===== src/rtl/slip_pkg.sv =====
// Shared SLIP framing constants and state encodings for the SLIP receive path.
// The byte constants are shared with slip_sender so both ends agree on framing.
package slip_pkg;

   localparam logic [7:0] SLIP_END     = 8'hC0;
   localparam logic [7:0] SLIP_ESC     = 8'hDB;
   localparam logic [7:0] SLIP_ESC_END = 8'hDC;
   localparam logic [7:0] SLIP_ESC_ESC = 8'hDD;

   // Decoder states: hunting for an END, inside a frame, after an ESC byte.
   typedef enum logic [1:0] {
      S_HUNT = 2'd0,
      S_DATA = 2'd1,
      S_ESC  = 2'd2
   } dec_state_t;

   // UART receiver states.
   typedef enum logic [2:0] {
      RX_IDLE      = 3'd0,
      RX_START     = 3'd1,
      RX_DATA      = 3'd2,
      RX_STOP      = 3'd3,
      RX_WAIT_HIGH = 3'd4
   } rx_state_t;

endpackage


===== src/rtl/uart_rx.sv =====
// 8N1 UART receiver with mid-bit sampling.
// Ports:
//   clk, reset  - system clock, synchronous active-high reset
//   i_rx_line   - asynchronous serial line, idle high
//   o_byte      - received byte, valid with o_valid
//   o_valid     - one-cycle strobe for a byte with a good stop bit
//   o_ferr      - one-cycle strobe for a byte whose stop bit was 0
module uart_rx
   import slip_pkg::*;
#(
   parameter int unsigned CLK_FREQ  = 20000000,
   parameter int unsigned BAUD_RATE = 115200
) (
   input  logic       clk,
   input  logic       reset,
   input  logic       i_rx_line,
   output logic [7:0] o_byte,
   output logic       o_valid,
   output logic       o_ferr
);

   localparam int unsigned CLKS_PER_BIT = CLK_FREQ / BAUD_RATE;
   localparam int unsigned HALF_BIT     = CLKS_PER_BIT / 2;
   localparam int unsigned CNT_W        = $clog2(CLKS_PER_BIT);

   rx_state_t        state;
   logic             rx_meta;
   logic             rx_sync;
   logic             rx_prev;
   logic [CNT_W-1:0] cnt;
   logic [2:0]       bit_idx;
   logic [7:0]       shreg;

   // Synchroniser, bit timing and byte assembly.
   always_ff @(posedge clk) begin
      if (reset) begin
         rx_meta <= 1'b1;
         rx_sync <= 1'b1;
         rx_prev <= 1'b1;
         state   <= RX_IDLE;
         cnt     <= '0;
         bit_idx <= '0;
         shreg   <= '0;
         o_byte  <= '0;
         o_valid <= 1'b0;
         o_ferr  <= 1'b0;
      end else begin
         rx_meta <= i_rx_line;
         rx_sync <= rx_meta;
         rx_prev <= rx_sync;
         o_valid <= 1'b0;
         o_ferr  <= 1'b0;
         case (state)
            RX_IDLE: begin
               cnt     <= '0;
               bit_idx <= '0;
               if (rx_prev && !rx_sync) state <= RX_START;
            end
            RX_START: begin
               // A start bit that is high again at mid-bit was a glitch.
               if (cnt == CNT_W'(HALF_BIT - 1)) begin
                  cnt   <= '0;
                  state <= rx_sync ? RX_IDLE : RX_DATA;
               end else begin
                  cnt <= cnt + CNT_W'(1);
               end
            end
            RX_DATA: begin
               if (cnt == CNT_W'(CLKS_PER_BIT - 1)) begin
                  cnt     <= '0;
                  shreg   <= {rx_sync, shreg[7:1]};
                  bit_idx <= bit_idx + 3'd1;
                  if (bit_idx == 3'd7) state <= RX_STOP;
               end else begin
                  cnt <= cnt + CNT_W'(1);
               end
            end
            RX_STOP: begin
               if (cnt == CNT_W'(CLKS_PER_BIT - 1)) begin
                  cnt <= '0;
                  if (rx_sync) begin
                     o_byte  <= shreg;
                     o_valid <= 1'b1;
                     state   <= RX_IDLE;
                  end else begin
                     o_ferr <= 1'b1;
                     state  <= RX_WAIT_HIGH;
                  end
               end else begin
                  cnt <= cnt + CNT_W'(1);
               end
            end
            RX_WAIT_HIGH: begin
               // Don't rearm on a line still held low after a framing error.
               if (rx_sync) state <= RX_IDLE;
            end
            default: state <= RX_IDLE;
         endcase
      end
   end

endmodule


===== src/rtl/slip_receiver.sv =====
// SLIP (RFC 1055) receiver: UART deserialiser plus frame decoder.
// Ports:
//   clk, reset     - system clock, synchronous active-high reset
//   i_uart_rx_line - asynchronous UART line, idle high
//   o_data         - decoded payload byte, valid with o_data_valid
//   o_data_valid   - one-cycle strobe per payload byte
//   o_frame_start  - with o_data_valid on the first byte of a frame
//   o_frame_end    - one-cycle pulse when END closes a non-empty frame
//   o_frame_len    - payload length, updated with o_frame_end and held
//   o_frame_error  - one-cycle pulse on protocol, overflow or framing error
module slip_receiver
   import slip_pkg::*;
#(
   parameter int unsigned CLK_FREQ      = 20000000,
   parameter int unsigned BAUD_RATE     = 115200,
   parameter int unsigned MAX_FRAME_LEN = 255
) (
   input  logic       clk,
   input  logic       reset,
   input  logic       i_uart_rx_line,
   output logic [7:0] o_data,
   output logic       o_data_valid,
   output logic       o_frame_start,
   output logic       o_frame_end,
   output logic [7:0] o_frame_len,
   output logic       o_frame_error
);

   logic [7:0] rx_byte;
   logic       rx_valid;
   logic       rx_ferr;
   dec_state_t state;
   logic [7:0] len;
   logic       emit_req;
   logic [7:0] emit_byte;

   uart_rx #(
      .CLK_FREQ  (CLK_FREQ),
      .BAUD_RATE (BAUD_RATE)
   ) u_uart_rx (
      .clk       (clk),
      .reset     (reset),
      .i_rx_line (i_uart_rx_line),
      .o_byte    (rx_byte),
      .o_valid   (rx_valid),
      .o_ferr    (rx_ferr)
   );

   // Bytes that become payload: plain data bytes and completed escape pairs.
   always_comb begin
      emit_req  = 1'b0;
      emit_byte = rx_byte;
      if (rx_valid) begin
         if (state == S_DATA)
            emit_req = (rx_byte != SLIP_END) && (rx_byte != SLIP_ESC);
         else if (state == S_ESC)
            emit_req = (rx_byte == SLIP_ESC_END) || (rx_byte == SLIP_ESC_ESC);
      end
      if (state == S_ESC)
         emit_byte = (rx_byte == SLIP_ESC_END) ? SLIP_END : SLIP_ESC;
   end

   // Decoder FSM, length counter and registered outputs.
   always_ff @(posedge clk) begin
      if (reset) begin
         state         <= S_HUNT;
         len           <= '0;
         o_data        <= '0;
         o_data_valid  <= 1'b0;
         o_frame_start <= 1'b0;
         o_frame_end   <= 1'b0;
         o_frame_len   <= '0;
         o_frame_error <= 1'b0;
      end else begin
         o_data_valid  <= 1'b0;
         o_frame_start <= 1'b0;
         o_frame_end   <= 1'b0;
         o_frame_error <= 1'b0;
         if (rx_ferr) begin
            // A broken byte only matters once we are inside a frame.
            if (state != S_HUNT) begin
               o_frame_error <= 1'b1;
               len           <= '0;
               state         <= S_HUNT;
            end
         end else if (emit_req) begin
            if (len == 8'(MAX_FRAME_LEN)) begin
               o_frame_error <= 1'b1;
               len           <= '0;
               state         <= S_HUNT;
            end else begin
               o_data        <= emit_byte;
               o_data_valid  <= 1'b1;
               o_frame_start <= (len == 8'd0);
               len           <= len + 8'd1;
               state         <= S_DATA;
            end
         end else if (rx_valid) begin
            case (state)
               S_HUNT: begin
                  if (rx_byte == SLIP_END) begin
                     len   <= '0;
                     state <= S_DATA;
                  end
               end
               S_DATA: begin
                  if (rx_byte == SLIP_END) begin
                     if (len != 8'd0) begin
                        o_frame_end <= 1'b1;
                        o_frame_len <= len;
                        len         <= '0;
                     end
                  end else begin
                     state <= S_ESC;
                  end
               end
               S_ESC: begin
                  // Bad escape: END still marks a frame boundary, others resync.
                  o_frame_error <= 1'b1;
                  len           <= '0;
                  state         <= (rx_byte == SLIP_END) ? S_DATA : S_HUNT;
               end
               default: state <= S_HUNT;
            endcase
         end
      end
   end

endmodule


===== config.mk =====
export PLATFORM = sky130hd
export DESIGN_NAME = slip_receiver
export DESIGN_NICKNAME = d
export VERILOG_FILES = /design/src/rtl/slip_pkg.sv /design/src/rtl/uart_rx.sv /design/src/rtl/slip_receiver.sv
export SDC_FILE = /design/constraint.sdc
export NUM_CORES = 1
export LEC_CHECK = 0
export BUFFER_PORTS_ARGS = -buffer_cell sky130_fd_sc_hd__clkbuf_2
export CORE_ASPECT_RATIO = 1.1
export CORE_MARGIN = 2
export CORE_UTILIZATION = 50
export CTS_CLUSTER_DIAMETER = 30
export DETAILED_ROUTE_END_ITERATION = 8
export GPL_TIMING_DRIVEN = 0
export PLACE_DENSITY = 0.68
export SLEW_MARGIN = 25
export SYNTH_ARGS = -nofsm -noshare
export SYNTH_HDL_FRONTEND = slang
export SYNTH_SLANG_ARGS = --single-unit

===== constraint.sdc =====
create_clock -name clk -period 4.7 [get_ports clk]
set_input_delay 0.94 -clock clk [delete_from_list [all_inputs] [get_ports clk]]
set_output_delay 0.94 -clock clk [all_outputs]
set_load 0.05 [all_outputs]

==> impl_metrics.ini <==
[run_status]
outcome = finished clean

[synth]
synth_nets = 340
syn-cell-area_sq_um = 2920
yosysTopAreaCellShare = 0.446
ys_async_sr_fraction = 0
yosysTopAreaCell = dfxtp_1
syn_area_per_cell_sq_um = 8.83
synthCells = 330
synthFlopType = dfxtp_1
ys_seq_area_frac = 0.446
ys_warn_count = 0
synth_common_cells = dfxtp_1 (65), nand2_1 (42), nor2_1 (39)
synth_most_common_cell = dfxtp_1
synth.distinct_cells = 57
ys_top_cells_by_area = dfxtp_1 (45%), mux2i_1 (5.5%), nand2_1 (5.4%)
ys_ff_latch = 65
synth-edff-count = 0

[sta]
hold_viol = 0
final.setup.tns_ns = 0
finalSetupViolCount = 0
fin_crit_sh = 0.451
worst_slack_ns = 2.58
tightestPinTransition_ns = 0.660
fin_skew_ns = 0.00539
period_minus_slack_ns = 2.12
rsz0062_at_grt = no
maxSlewHeadroom = 0.560
drv_slew = 0
max_freq_mhz = 471

[routing]
drt_wl_total_mm = 6.05
drc_errors = 0
first_pass_iters = 4
num_vias = 2370
ant_nets = 0
drt_iter0_drc = 76
vias_per_cell = 5.37
wl_per_cell_um = 13.7

[floorplan]
core-area_sq_um = 5700
die_w_um = 76.8
num_io_pins = 23
die_area_sq_um = 6460
fp-row-count = 29
initial_core_util = 0.512
die-height_um = 84.1

[cts]
clockRootBuffer = clkbuf_8
holdBufCountCts = 0
clock-sinks = 65
ctsResizeCount = 0
insertion_delay_ns = 0.33
post_cts_buffers = 0
cts_buffers = 9
ctsHtreeMaxLevel = 3
cts_tree = built
path_clk_slew_ns = 0.06
max-clock-path-buffers = 2

[layout]
nets = 372
fill_cells = 546
multi_input_area_sq_um = 1510
area_delta_synth_final_pct = 12.1
seqCellArea_sq_um = 1300
antenna_cells = 0
final_util = 0.573
final_area_sq_um = 3270
final_layout_size_suffix_gt1_frac = 0.146

[critical_path]
crit_path_start = u_uart_rx.cnt[0]
critical_path_required_ns = 4.90
cp-start-kind = flop
worst_ep_arrival_time_ns = 2.32
critPathCaptureType = flop
worst-r2r-cell-count = 7
critical_path_peak_fanout = 8
worstSetupPathType = flop to flop
timing.rr.start = u_uart_rx.cnt[0]

[worst_hold_path]
hold_class = flop to flop
min_path_cells = 1
min-delay-start = u_uart_rx.rx_meta

[global_routing]
met1_usage = 0.259
grt_util_met2 = 0.317
grt.busiest_layer = met2
grt_overflow = 0
grt_pass1_wl_mm = 10.2
antenna_found_initial = 0
grt_pass1_vias = 2183
gr-usage-met3 = 0.0584
track_usage = 0.202
grt_max_degree = 11

[placed_design]
hpwl_mm = 4.30
port_buffers = 21
postPlaceCellArea_sq_um = 3120
place_congestion = 0.909
pre_cts_ws_ns = 2.30

[power]
leakage_nw = 1.26
p_per_area_nw_per_um2 = 293
peakVddDrop_mv = 0.195
p_total_mw = 0.959

[job]
cap_violations = 0
-- cell type report --
class                      count  share of cell area
sequential                    65               0.398
clock buffer                  12              0.0444
multi-input combinational    239               0.463
clock inverter                 1             0.00153
timing repair buffer          21              0.0322
inverter                       7             0.00804
tap                           77              0.0295
buffer                        19              0.0234
-- worst max-delay path, cell delays in order (launching register included) --
cell and delay [ns]:
dfxtp_1 0.33, inv_1 0.10, ha_1 0.15, nand2_1 0.10, nor4_2 0.38, nand4_1 0.55
mux2i_1 0.32, nor2_1 0.06
-- state kept, by name, summed over array words and instances, names as in the netlist --
register / count
o_frame_len: 8
u_uart_rx.rx_meta: 1
u_uart_rx.rx_prev: 1
u_uart_rx.o_ferr: 1
len: 8
state: 2
o_data: 8
o_frame_error: 1
u_uart_rx.bit_idx: 3
u_uart_rx.cnt: 8
u_uart_rx.rx_sync: 1
u_uart_rx.o_byte: 8
o_data_valid: 1
o_frame_end: 1
u_uart_rx.o_valid: 1
u_uart_rx.state: 3
u_uart_rx.shreg: 8
o_frame_start: 1
-- worst paths after layout --
path,end,slack [ns]
max,u_uart_rx.o_byte[2],2.58
min,u_uart_rx.rx_sync,0.41
max reg2reg,u_uart_rx.o_byte[2],2.58
min reg2reg,u_uart_rx.rx_sync,0.41
-- through the flow --
stage | hold slack, ns | instances
5_1_grt | 0.436 | 441
6_report | 0.411 | 441
2_1_floorplan | 0.389 | 330
3_5_place_dp | 0.401 | 428
4_1_cts | 0.417 | 441
3_3_place_gp | 0.391 | 428
-- layout by cell type, fill, tap and decap left out, drive strengths merged, types with 3 or more instances in the layout --
cell and count:
and3 3, nor2 41, a22o 4, inv 7
nand4 5, clkbuf 49, nand2b 6, mux2i 16
buf 3, a22oi 4, or2 4, a221o 3
nor4 3, nor2b 4, ha 7, nand3 16
dfxtp 65, o21ai 4, a211oi 9, nand2 42
xnor2 3, a21oi 19, nor3 12, a31oi 3
-- metal layers --
metal  up-vias  wire length, um
met5         -                0
met4         0               80
met3         9              199
met2        27             2840
met1      1105             2930
li1       1229                -
-- power breakdown --
group / internal [mW] / switching (mW)
clock: 0.196 / 0.189
combinational: 0.00527 / 0.0146
sequential: 0.552 / 0.00102
-- cell families after synthesis --
family,synth area share
simple gates,0.262
fa+ha+maj,0.0300
compound gates,0.152
xor+xnor,0.0150
flops,0.446
buf+inv,0.0352
mux,0.0588
No activity file was read; power rests on OpenSTA's default activity.
